==> src/rtl/vco_phase_decoder_if.sv <==
// Decimated-sample output channel of the VCO ADC back end (valid/ready).
interface vco_phase_decoder_if #(
    parameter int OUT_WIDTH = 20
);
    logic [OUT_WIDTH-1:0] data_out;
    logic                 data_valid;
    logic                 data_ready;

    modport master (
        output data_out,
        output data_valid,
        input  data_ready
    );

    modport slave (
        input  data_out,
        input  data_valid,
        output data_ready
    );
endinterface

==> src/rtl/vco_phase_decoder.sv <==
// VCO-based ADC back end: first-differences the VCO phase word (modulo
// 2^PHASE_WIDTH), integrates-and-dumps over 2^OSR_LOG2 samples and presents
// each decimated sample on a single-entry valid/ready output register.
module vco_phase_decoder #(
    parameter int PHASE_WIDTH = 11,
    parameter int OSR_LOG2    = 9,
    parameter int OUT_WIDTH   = PHASE_WIDTH + OSR_LOG2
) (
    input  logic                   clk,
    input  logic                   rst_n,
    input  logic                   en,
    output logic                   vco_enb,
    input  logic [PHASE_WIDTH-1:0] p_in,
    output logic                   overrun,
    vco_phase_decoder_if.master    out_if
);

    typedef enum logic [1:0] {
        IDLE  = 2'd0,
        PRIME = 2'd1,
        ACCUM = 2'd2
    } state_t;

    localparam logic [OSR_LOG2-1:0] CNT_LAST = '1;

    state_t                 state_q, state_d;
    logic                   vco_enb_q, vco_enb_d;
    logic [PHASE_WIDTH-1:0] p_prev_q, p_prev_d;
    logic [OUT_WIDTH-1:0]   acc_q, acc_d;
    logic [OSR_LOG2-1:0]    cnt_q, cnt_d;
    logic [OUT_WIDTH-1:0]   dout_q, dout_d;
    logic                   dvld_q, dvld_d;
    logic                   ovr_q, ovr_d;

    logic [PHASE_WIDTH-1:0] delta;
    logic [OUT_WIDTH-1:0]   sum;
    logic                   new_result;
    logic                   handshake;

    // Unsigned modular difference: a phase wrap past 2^PHASE_WIDTH-1 still
    // yields the true (small, positive) frequency count.
    function automatic logic [PHASE_WIDTH-1:0] phase_delta(
        input logic [PHASE_WIDTH-1:0] cur,
        input logic [PHASE_WIDTH-1:0] prev
    );
        return cur - prev;
    endfunction

    assign delta     = phase_delta(p_in, p_prev_q);
    assign sum       = acc_q + {{(OUT_WIDTH-PHASE_WIDTH){1'b0}}, delta};
    assign handshake = dvld_q & out_if.data_ready;

    // Next-state logic: conversion FSM, integrate-and-dump, output register.
    always_comb begin
        state_d    = state_q;
        vco_enb_d  = vco_enb_q;
        p_prev_d   = p_prev_q;
        acc_d      = acc_q;
        cnt_d      = cnt_q;
        dout_d     = dout_q;
        dvld_d     = dvld_q;
        ovr_d      = ovr_q;
        new_result = 1'b0;

        case (state_q)
            IDLE: begin
                vco_enb_d = 1'b1;
                if (en) begin
                    state_d   = PRIME;
                    vco_enb_d = 1'b0;
                    ovr_d     = 1'b0;
                end
            end
            PRIME: begin
                acc_d = '0;
                cnt_d = '0;
                if (!en) begin
                    state_d   = IDLE;
                    vco_enb_d = 1'b1;
                end else begin
                    p_prev_d = p_in;
                    state_d  = ACCUM;
                end
            end
            ACCUM: begin
                if (!en) begin
                    // Abandon the partial block; a pending output is kept.
                    state_d   = IDLE;
                    vco_enb_d = 1'b1;
                    acc_d     = '0;
                    cnt_d     = '0;
                end else begin
                    p_prev_d = p_in;
                    if (cnt_q == CNT_LAST) begin
                        new_result = 1'b1;
                        acc_d      = '0;
                        cnt_d      = '0;
                    end else begin
                        acc_d = sum;
                        cnt_d = cnt_q + 1'b1;
                    end
                end
            end
            default: begin
                state_d   = IDLE;
                vco_enb_d = 1'b1;
            end
        endcase

        // Single-entry output buffer: a new result is only accepted if the
        // slot is free or is being drained on this same edge.
        if (new_result) begin
            if (!dvld_q || handshake) begin
                dout_d = sum;
                dvld_d = 1'b1;
            end else begin
                ovr_d = 1'b1;
            end
        end else if (handshake) begin
            dvld_d = 1'b0;
        end
    end

    // State and datapath registers, all cleared asynchronously by rst_n.
    always_ff @(posedge clk or negedge rst_n) begin
        if (!rst_n) begin
            state_q   <= IDLE;
            vco_enb_q <= 1'b1;
            p_prev_q  <= '0;
            acc_q     <= '0;
            cnt_q     <= '0;
            dout_q    <= '0;
            dvld_q    <= 1'b0;
            ovr_q     <= 1'b0;
        end else begin
            state_q   <= state_d;
            vco_enb_q <= vco_enb_d;
            p_prev_q  <= p_prev_d;
            acc_q     <= acc_d;
            cnt_q     <= cnt_d;
            dout_q    <= dout_d;
            dvld_q    <= dvld_d;
            ovr_q     <= ovr_d;
        end
    end

    assign vco_enb           = vco_enb_q;
    assign overrun           = ovr_q;
    assign out_if.data_out   = dout_q;
    assign out_if.data_valid = dvld_q;

endmodule

==> src/flat_wrapper.sv <==
// flat-port wrapper written by rule: the top's interface ports become plain ports
module vco_phase_decoder_flat 
#(
    parameter int PHASE_WIDTH = 11,
    parameter int OSR_LOG2    = 9,
    parameter int OUT_WIDTH   = PHASE_WIDTH + OSR_LOG2
)
  (clk, rst_n, en, vco_enb, p_in, overrun, out_if_data_out, out_if_data_valid, out_if_data_ready);
  vco_phase_decoder_if #(.OUT_WIDTH(OUT_WIDTH)) out_if_i ();
  input  logic clk;
  input  logic rst_n;
  input  logic en;
  output logic vco_enb;
  input  logic [PHASE_WIDTH-1:0] p_in;
  output logic overrun;
  output wire logic [$bits(out_if_i.data_out)-1:0] out_if_data_out;
  output wire logic [$bits(out_if_i.data_valid)-1:0] out_if_data_valid;
  input wire logic [$bits(out_if_i.data_ready)-1:0] out_if_data_ready;
  assign out_if_data_out = out_if_i.data_out;
  assign out_if_data_valid = out_if_i.data_valid;
  assign out_if_i.data_ready = out_if_data_ready;
  vco_phase_decoder #(.PHASE_WIDTH(PHASE_WIDTH), .OSR_LOG2(OSR_LOG2), .OUT_WIDTH(OUT_WIDTH)) u_core (.clk(clk), .rst_n(rst_n), .en(en), .vco_enb(vco_enb), .p_in(p_in), .overrun(overrun), .out_if(out_if_i));
endmodule
==> config.mk <==
export PLATFORM = sky130hd
export DESIGN_NAME = vco_phase_decoder_flat
export DESIGN_NICKNAME = d
export VERILOG_FILES = /design/src/rtl/vco_phase_decoder_if.sv /design/src/rtl/vco_phase_decoder.sv /design/src/flat_wrapper.sv
export SDC_FILE = /design/constraint.sdc
export NUM_CORES = 1
export LEC_CHECK = 0
export BUFFER_PORTS_ARGS = -buffer_cell sky130_fd_sc_hd__buf_4
export CELL_PAD_IN_SITES_DETAIL_PLACEMENT = 1
export CELL_PAD_IN_SITES_GLOBAL_PLACEMENT = 1
export CORE_ASPECT_RATIO = 0.5
export CORE_MARGIN = 8
export CORE_UTILIZATION = 50
export CTS_CLUSTER_DIAMETER = 50
export CTS_CLUSTER_SIZE = 25
export DETAILED_ROUTE_END_ITERATION = 8
export PLACE_DENSITY = 0.95
export SYNTH_ARGS = -nofsm -noshare
export SYNTH_HDL_FRONTEND = slang
export SYNTH_SLANG_ARGS = --single-unit
==> constraint.sdc <==
create_clock -name clk -period 7 [get_ports clk]
set_clock_uncertainty 0.05 [all_clocks]
set_input_delay 1.4 -clock clk [delete_from_list [all_inputs] [get_ports clk]]
set_output_delay 1.4 -clock clk [all_outputs]
set_load 0.01 [all_outputs]
# [After elaboration in Yosys (flattened, before gate mapping)]
# Index checks and enable logic that the tools add are counted.
[word_totals] reg_bits=65 inputBits=15
[op_classes] n_addsub=3 n_eq_ne=7 n_mux=23 bitwise_logic=1 n_reduce_logical=10
[ops] operator="two-way mux 20 bit" count=2
[ops] operator="one-hot mux 20 bit (2 select lines)" count=1
[ops] operator="adder 20 x 11 -> 20 bit" count=1
[ops] operator="two-way mux 9 bit" count=2
[ops] operator="one-hot mux 9 bit (2 select lines)" count=1
[ops] operator="two-way mux 1 bit" count=12
[ops] operator="subtractor 11 bit" count=1
[ops] operator="adder 9 x 1 -> 9 bit, second input constant" count=1
[ops] operator="== test 9 bit, second input constant" count=1
[ops] operator="!= test 2 bit, second input constant" count=4
[ops] operator="AND reduction 2 bit" count=4
[ops] operator="two-way mux 2 bit" count=3
[ops] operator="one-hot mux 2 bit (3 select lines)" count=1
[ops] operator="nonzero test 2 bit" count=2
[ops] operator="== test 2 x 1 -> 1 bit, second input constant" count=1
[ops] operator="== test 2 bit, second input constant" count=1
[ops] operator="logical NOT 2 bit" count=1
[ops] operator="one-hot mux 1 bit (2 select lines)" count=1
[ops] operator="OR reduction 2 bit" count=1
[ops] operator="bitwise AND 1 bit" count=1
[ops] operator="logical NOT 1 bit" count=1
[ops] operator="logical OR 1 bit" count=1

# [Logic depth before layout (Yosys ltp)]
[depth] word_depth=6 ltp_mapped=17 mapped_depth_nobuf=17

# [Worst setup path after synthesis]
# OpenSTA, ideal clock, no wires.
[synth_path] path_kind="in2reg" from="input p_in[0]" to="register u_core.acc_q[15]" setup_ns=0.079 t_arrival_ns=4.593 t_required_ns=6.871 slack_ns=2.277 stages=17 path_buffers=0 path_cell_list="inv_1 ha_1 inv_1 fa_1 a21o_1 a221o_1 o41ai_2 o21bai_1 a21oi_1 xnor2_1 ha_1 and4_4 o2bb2ai_1 a311oi_4 nor2b_2 o21a_1 mux2i_1"
[synth_between] elab_chain_cells=5
[synth_lines] element="from (decl)" line="flat_wrapper.sv:14" source="input logic [PHASE_WIDTH-1:0] p_in;"
[synth_lines] element="subtractor 11 bit" line="vco_phase_decoder.sv:46" source="return cur - prev;"
[synth_lines] element="adder 20 x 11 -> 20 bit" line="vco_phase_decoder.sv:50" source="assign sum = acc_q + {{(OUT_WIDTH-PHASE_WIDTH){1'b0}}, delta};"
[synth_lines] element="two-way mux 20 bit" line="vco_phase_decoder.sv:94" source="if (cnt_q == CNT_LAST) begin"
[synth_lines] element="two-way mux 20 bit" line="vco_phase_decoder.sv:86" source="if (!en) begin"
[synth_lines] element="one-hot mux 20 bit (2 select lines)" line="vco_phase_decoder.sv:65" source="case (state_q)"
[synth_lines] element="to (signal assigned)" line="vco_phase_decoder.sv:130" source="acc_q <= '0;"
[synth_lines] element="to (signal assigned)" line="vco_phase_decoder.sv:139" source="acc_q <= acc_d;"
[synth_lines] element="to (decl)" line="vco_phase_decoder.sv:29" source="logic [OUT_WIDTH-1:0] acc_q, acc_d;"
# No other way between the ends.
# A chain may end at the register's enable or synchronous reset.

# [Worst setup path in the final report]
[layout_path] from="input p_in[0]" to="register u_core.dout_q[19] (netlist: u_core.out_if.data_out[19])"
[layout_between] elab_chain_cells=2
[layout_lines] element="subtractor 11 bit" line="vco_phase_decoder.sv:46"
[layout_lines] element="adder 20 x 11 -> 20 bit" line="vco_phase_decoder.sv:50"
[layout_lines] element="to (signal assigned)" line="vco_phase_decoder.sv:141" source="dout_q <= dout_d;"
[layout_lines] element="to (decl)" line="vco_phase_decoder.sv:31" source="logic [OUT_WIDTH-1:0] dout_q, dout_d;"
# No other way between the ends.

==> impl_metrics.csv <==
group,metric,value,unit
logic_synthesis,syn_inst,400,
die,std_cell_rows,22,
clock_network,clock_tree_from_tritoncts,"yes",
detailed_routing,totalWireLength,12600,um
global_routing,grt.met1_usage,0.287,
global_routing,wire_length_of_the_first_global_routing_pass,20500,um
sta,timing.final.hold_violations,0,
power,total_leakage_power,2.10,nW
logic_synthesis,synth_area,3830,um2
sta,max-slew-margin-rel,0.168,
setup_path,cp_slowest_stage_delay,440,ps
detailed_routing,first_iter_violations,276,
setup_path,worstSetupEndpointType,"flip-flop",
placed_design,place.detailed.hpwl,7760,um
detailed_routing,wl_per_cell,23.5,um
clock_network,hold_buffers,0,
setup_path,crit_path_top_delay_cell,"a311oi_4",
clock_network,cts_max_path_bufs,2,
sta,setup-tns-final,0,ps
clock_network,post_cts_resized,0,
setup_path,timing.critical_path.max_delay_family,"compound AO/OA/AOI/OAI gates",
global_routing,antenna_found_initial,1,
die,core_region_area,7380,um2
clock_network,ctsRootBufferMaster,"clkbuf_16",
clock_network,clkTransAtPathRegs,50,ps
global_routing,globalRoute.totalOverflow,0,
setup_path,setup.worst_path.start_class,"primary input",
die,die_height,77.9,um
layout,syn_to_final_growth,18.0,%
clock_network,cts.htree.levels,3,
sta,final_min_period_over_clock_period,0.736,
detailed_routing,drc_errors,0,
detailed_routing,ant_nets,0,
global_routing,groute.layer.met3.usage,0.0751,
logic_synthesis,synthFlopType,"dfrtp_1",
outcome,outcome,"complete, no violations",
die,die_width,140,um
clock_network,cts-buffers-inserted,9,
setup_path,cp_num_buf_inv,3,
placed_design,final_weighted_congestion_in_routability_driven_placement,0.876,
clock_network,postCtsSetupBuffers,0,
die,start_util,0.519,
placed_design,number_of_buffers_added_on_ports,37,
logic_synthesis,synth_edf_count,0,
die,fp.dieArea,10900,um2
sta,slew_worst_pin,1240,ps
sta,report.final.setup_viol,0,
run,timing.max_cap.violations,0,
hold_path,worstHoldPathType,"reg2reg",
logic_synthesis,ys_async_rst_share,1.00,
detailed_routing,drt_pass1_iterations,5,
global_routing,grt_max_degree,66,
logic_synthesis,synth.ff_latch_count,65,
sta,rsz0062_at_grt,"false",
die,num_io_pins,38,
power,p_per_area,460,nW/um2
power,max-vdd-ir-drop,210,uV
setup_path,crit_chain,"buf_4 -> inv_1 -> ha_1 -> inv_1 -> fa_1 -> a21o_1 -> a221o_1 -> o41ai_2 -> o21bai_1 -> a21oi_1 -> xnor2_1 -> ha_1 -> and4_4 -> o2bb2ai_1 -> a311oi_4 -> nor3b_2 -> xnor2_1 -> o21ai_1",
logic_synthesis,netlist_cell_types,52,
global_routing,globalRoute.busiestLayer,"met2",
detailed_routing,via_count,3347,
sta,hold_slack,433,ps
logic_synthesis,seq_total_area_yosys,0.425,
logic_synthesis,yosys_warnings,0,
global_routing,globalRouteTotalUtil,0.245,
layout,post_route_cells_drive_above_1_share,0.179,
sta,period_minus_slack,5150,ps
setup_path,crit_type,"in2reg",
global_routing,grt.met2_usage,0.401,
detailed_routing,post_detailed_route_via_to_cell_ratio,6.23,
layout,final_nets,481,
clock_network,worst_skew_pair.late_latency,350,ps
setup_path,worst-path-max-fanout,5,
sta,slew_violations,0,
layout,diodes,0,
sta,fmax,194,MHz
setup_path,arrival_time_at_the_worst_endpoint,5300,ps
setup_path,data_required_time_of_the_worst_path,7150,ps
clock_network,clock_sinks,65,
logic_synthesis,mappedNetlistNets,445,
logic_synthesis,avgSynthCellArea,9.57,um2
global_routing,first_global_vias,3611,
## per-layer routing
layer | up-vias | part of all wire
met4 | 2 | 0.043
met1 | 1671 | 0.39
li1 | 1464 | -
met2 | 147 | 0.49
met5 | - | 0.00079
met3 | 63 | 0.069
## power by group
group	switching (mW)	internal [mW]
registers	0.0410	0.440
logic	0.688	0.411
clock network	0.173	0.325
## cell usage after synthesis (5+ instances only)
library cell  instances  area (um2)
a21o_1                5        37.5
a21oi_1              18        90.1
a31oi_1               6        37.5
and3_1                7        43.8
clkbuf_1              9        33.8
dfrtp_1              64        1600
ha_1                 28         350
inv_1                35         131
mux2_2               12         135
nand2_1              51         191
nand2b_1              6        37.5
nor2_1               11        41.3
nor3_1                6        30.0
o21ai_0              38         190
o22ai_1              10        62.6
xnor2_1              18         158
xor2_1               10        87.6
## logic make-up (layout without fill, tap and decap cells)
family                   count (synthesis)  count (layout)  share of synthesized area
AO/OA/AOI/OAI                          109             109                      0.184
XOR/XNOR                                28              28                     0.0641
adder cells (fa/ha/maj)                 30              30                      0.102
buffers and inverters                   49              90                     0.0491
flip-flops                              65              65                      0.425
multiplexers                            15              15                     0.0432
AND/OR/NAND/NOR                        104             104                      0.132
## layout by cell type, fill, tap and decap left out, drive strengths merged, types with 4 or more instances in the layout
cell    count
inv        35
o21ai      42
ha         28
clkbuf     15
and3        8
nand3       4
nor3        6
nand2      51
nor2       11
dfrtp      64
o22ai      10
a21o        5
xnor2      18
and2        4
buf        39
nor2b       4
mux2       12
a21oi      18
a31oi       6
o211ai      4
nand2b      6
xor2       10
## tightest hold or removal path: stages, from the launching register on
cell	delay, ps
dfrtp_1	340
nand2_1	50
o21ai_0	60
## metrics by stage
stage | std cells | setup WS [ps] | utilization | instance area [um2] | power, mW
final | 537 | 1850 | 0.612 | 4520 | 2.08
after global routing | 537 | 1740 | 0.612 | 4520 | 2.19
after CTS | 537 | 1880 | 0.612 | 4520 | 2.05
after detailed placement | 521 | 1750 | 0.568 | 4190 | 1.51
after global placement | 521 | 1960 | 0.568 | 4190 | 1.42
after floorplan | 400 | 2280 | - | 3830 | 1.23
## state kept, by name (all words and copies together), names as in the netlist
| register | flops |
|---|---|
| u_core.acc_q | 20 |
| u_core.vco_enb | 1 |
| u_core.overrun | 1 |
| u_core.state_q | 2 |
| u_core.out_if.data_out | 20 |
| u_core.out_if.data_valid | 1 |
| u_core.cnt_q | 9 |
| u_core.p_prev_q | 11 |
## layout make-up
class                      instances  area (um2)
fill                             814        2860
multi-input combinational        286        2020
sequential                        65        1630
clock buffer                      15         298
timing repair buffer              39         293
inverter                          35         131
tap                               96         120
clock inverter                     1        30.0
## path summary, 6_finish.rpt
kind,startpoint,endpoint,slack (ps),cells after the start
hold / removal,u_core.out_if.data_out[14],u_core.out_if.data_out[14],430,2
setup reg to reg,u_core.p_prev_q[0],u_core.out_if.data_out[19],2720,16
max in group asynchronous,rst_n,u_core.p_prev_q[3],5220,1
min in group asynchronous,rst_n,u_core.cnt_q[4],1100,1
setup / recovery,p_in[0],u_core.out_if.data_out[19],1850,18
hold reg to reg,u_core.out_if.data_out[14],u_core.out_if.data_out[14],430,2
Note: power is estimated with default switching activity, not from simulation.
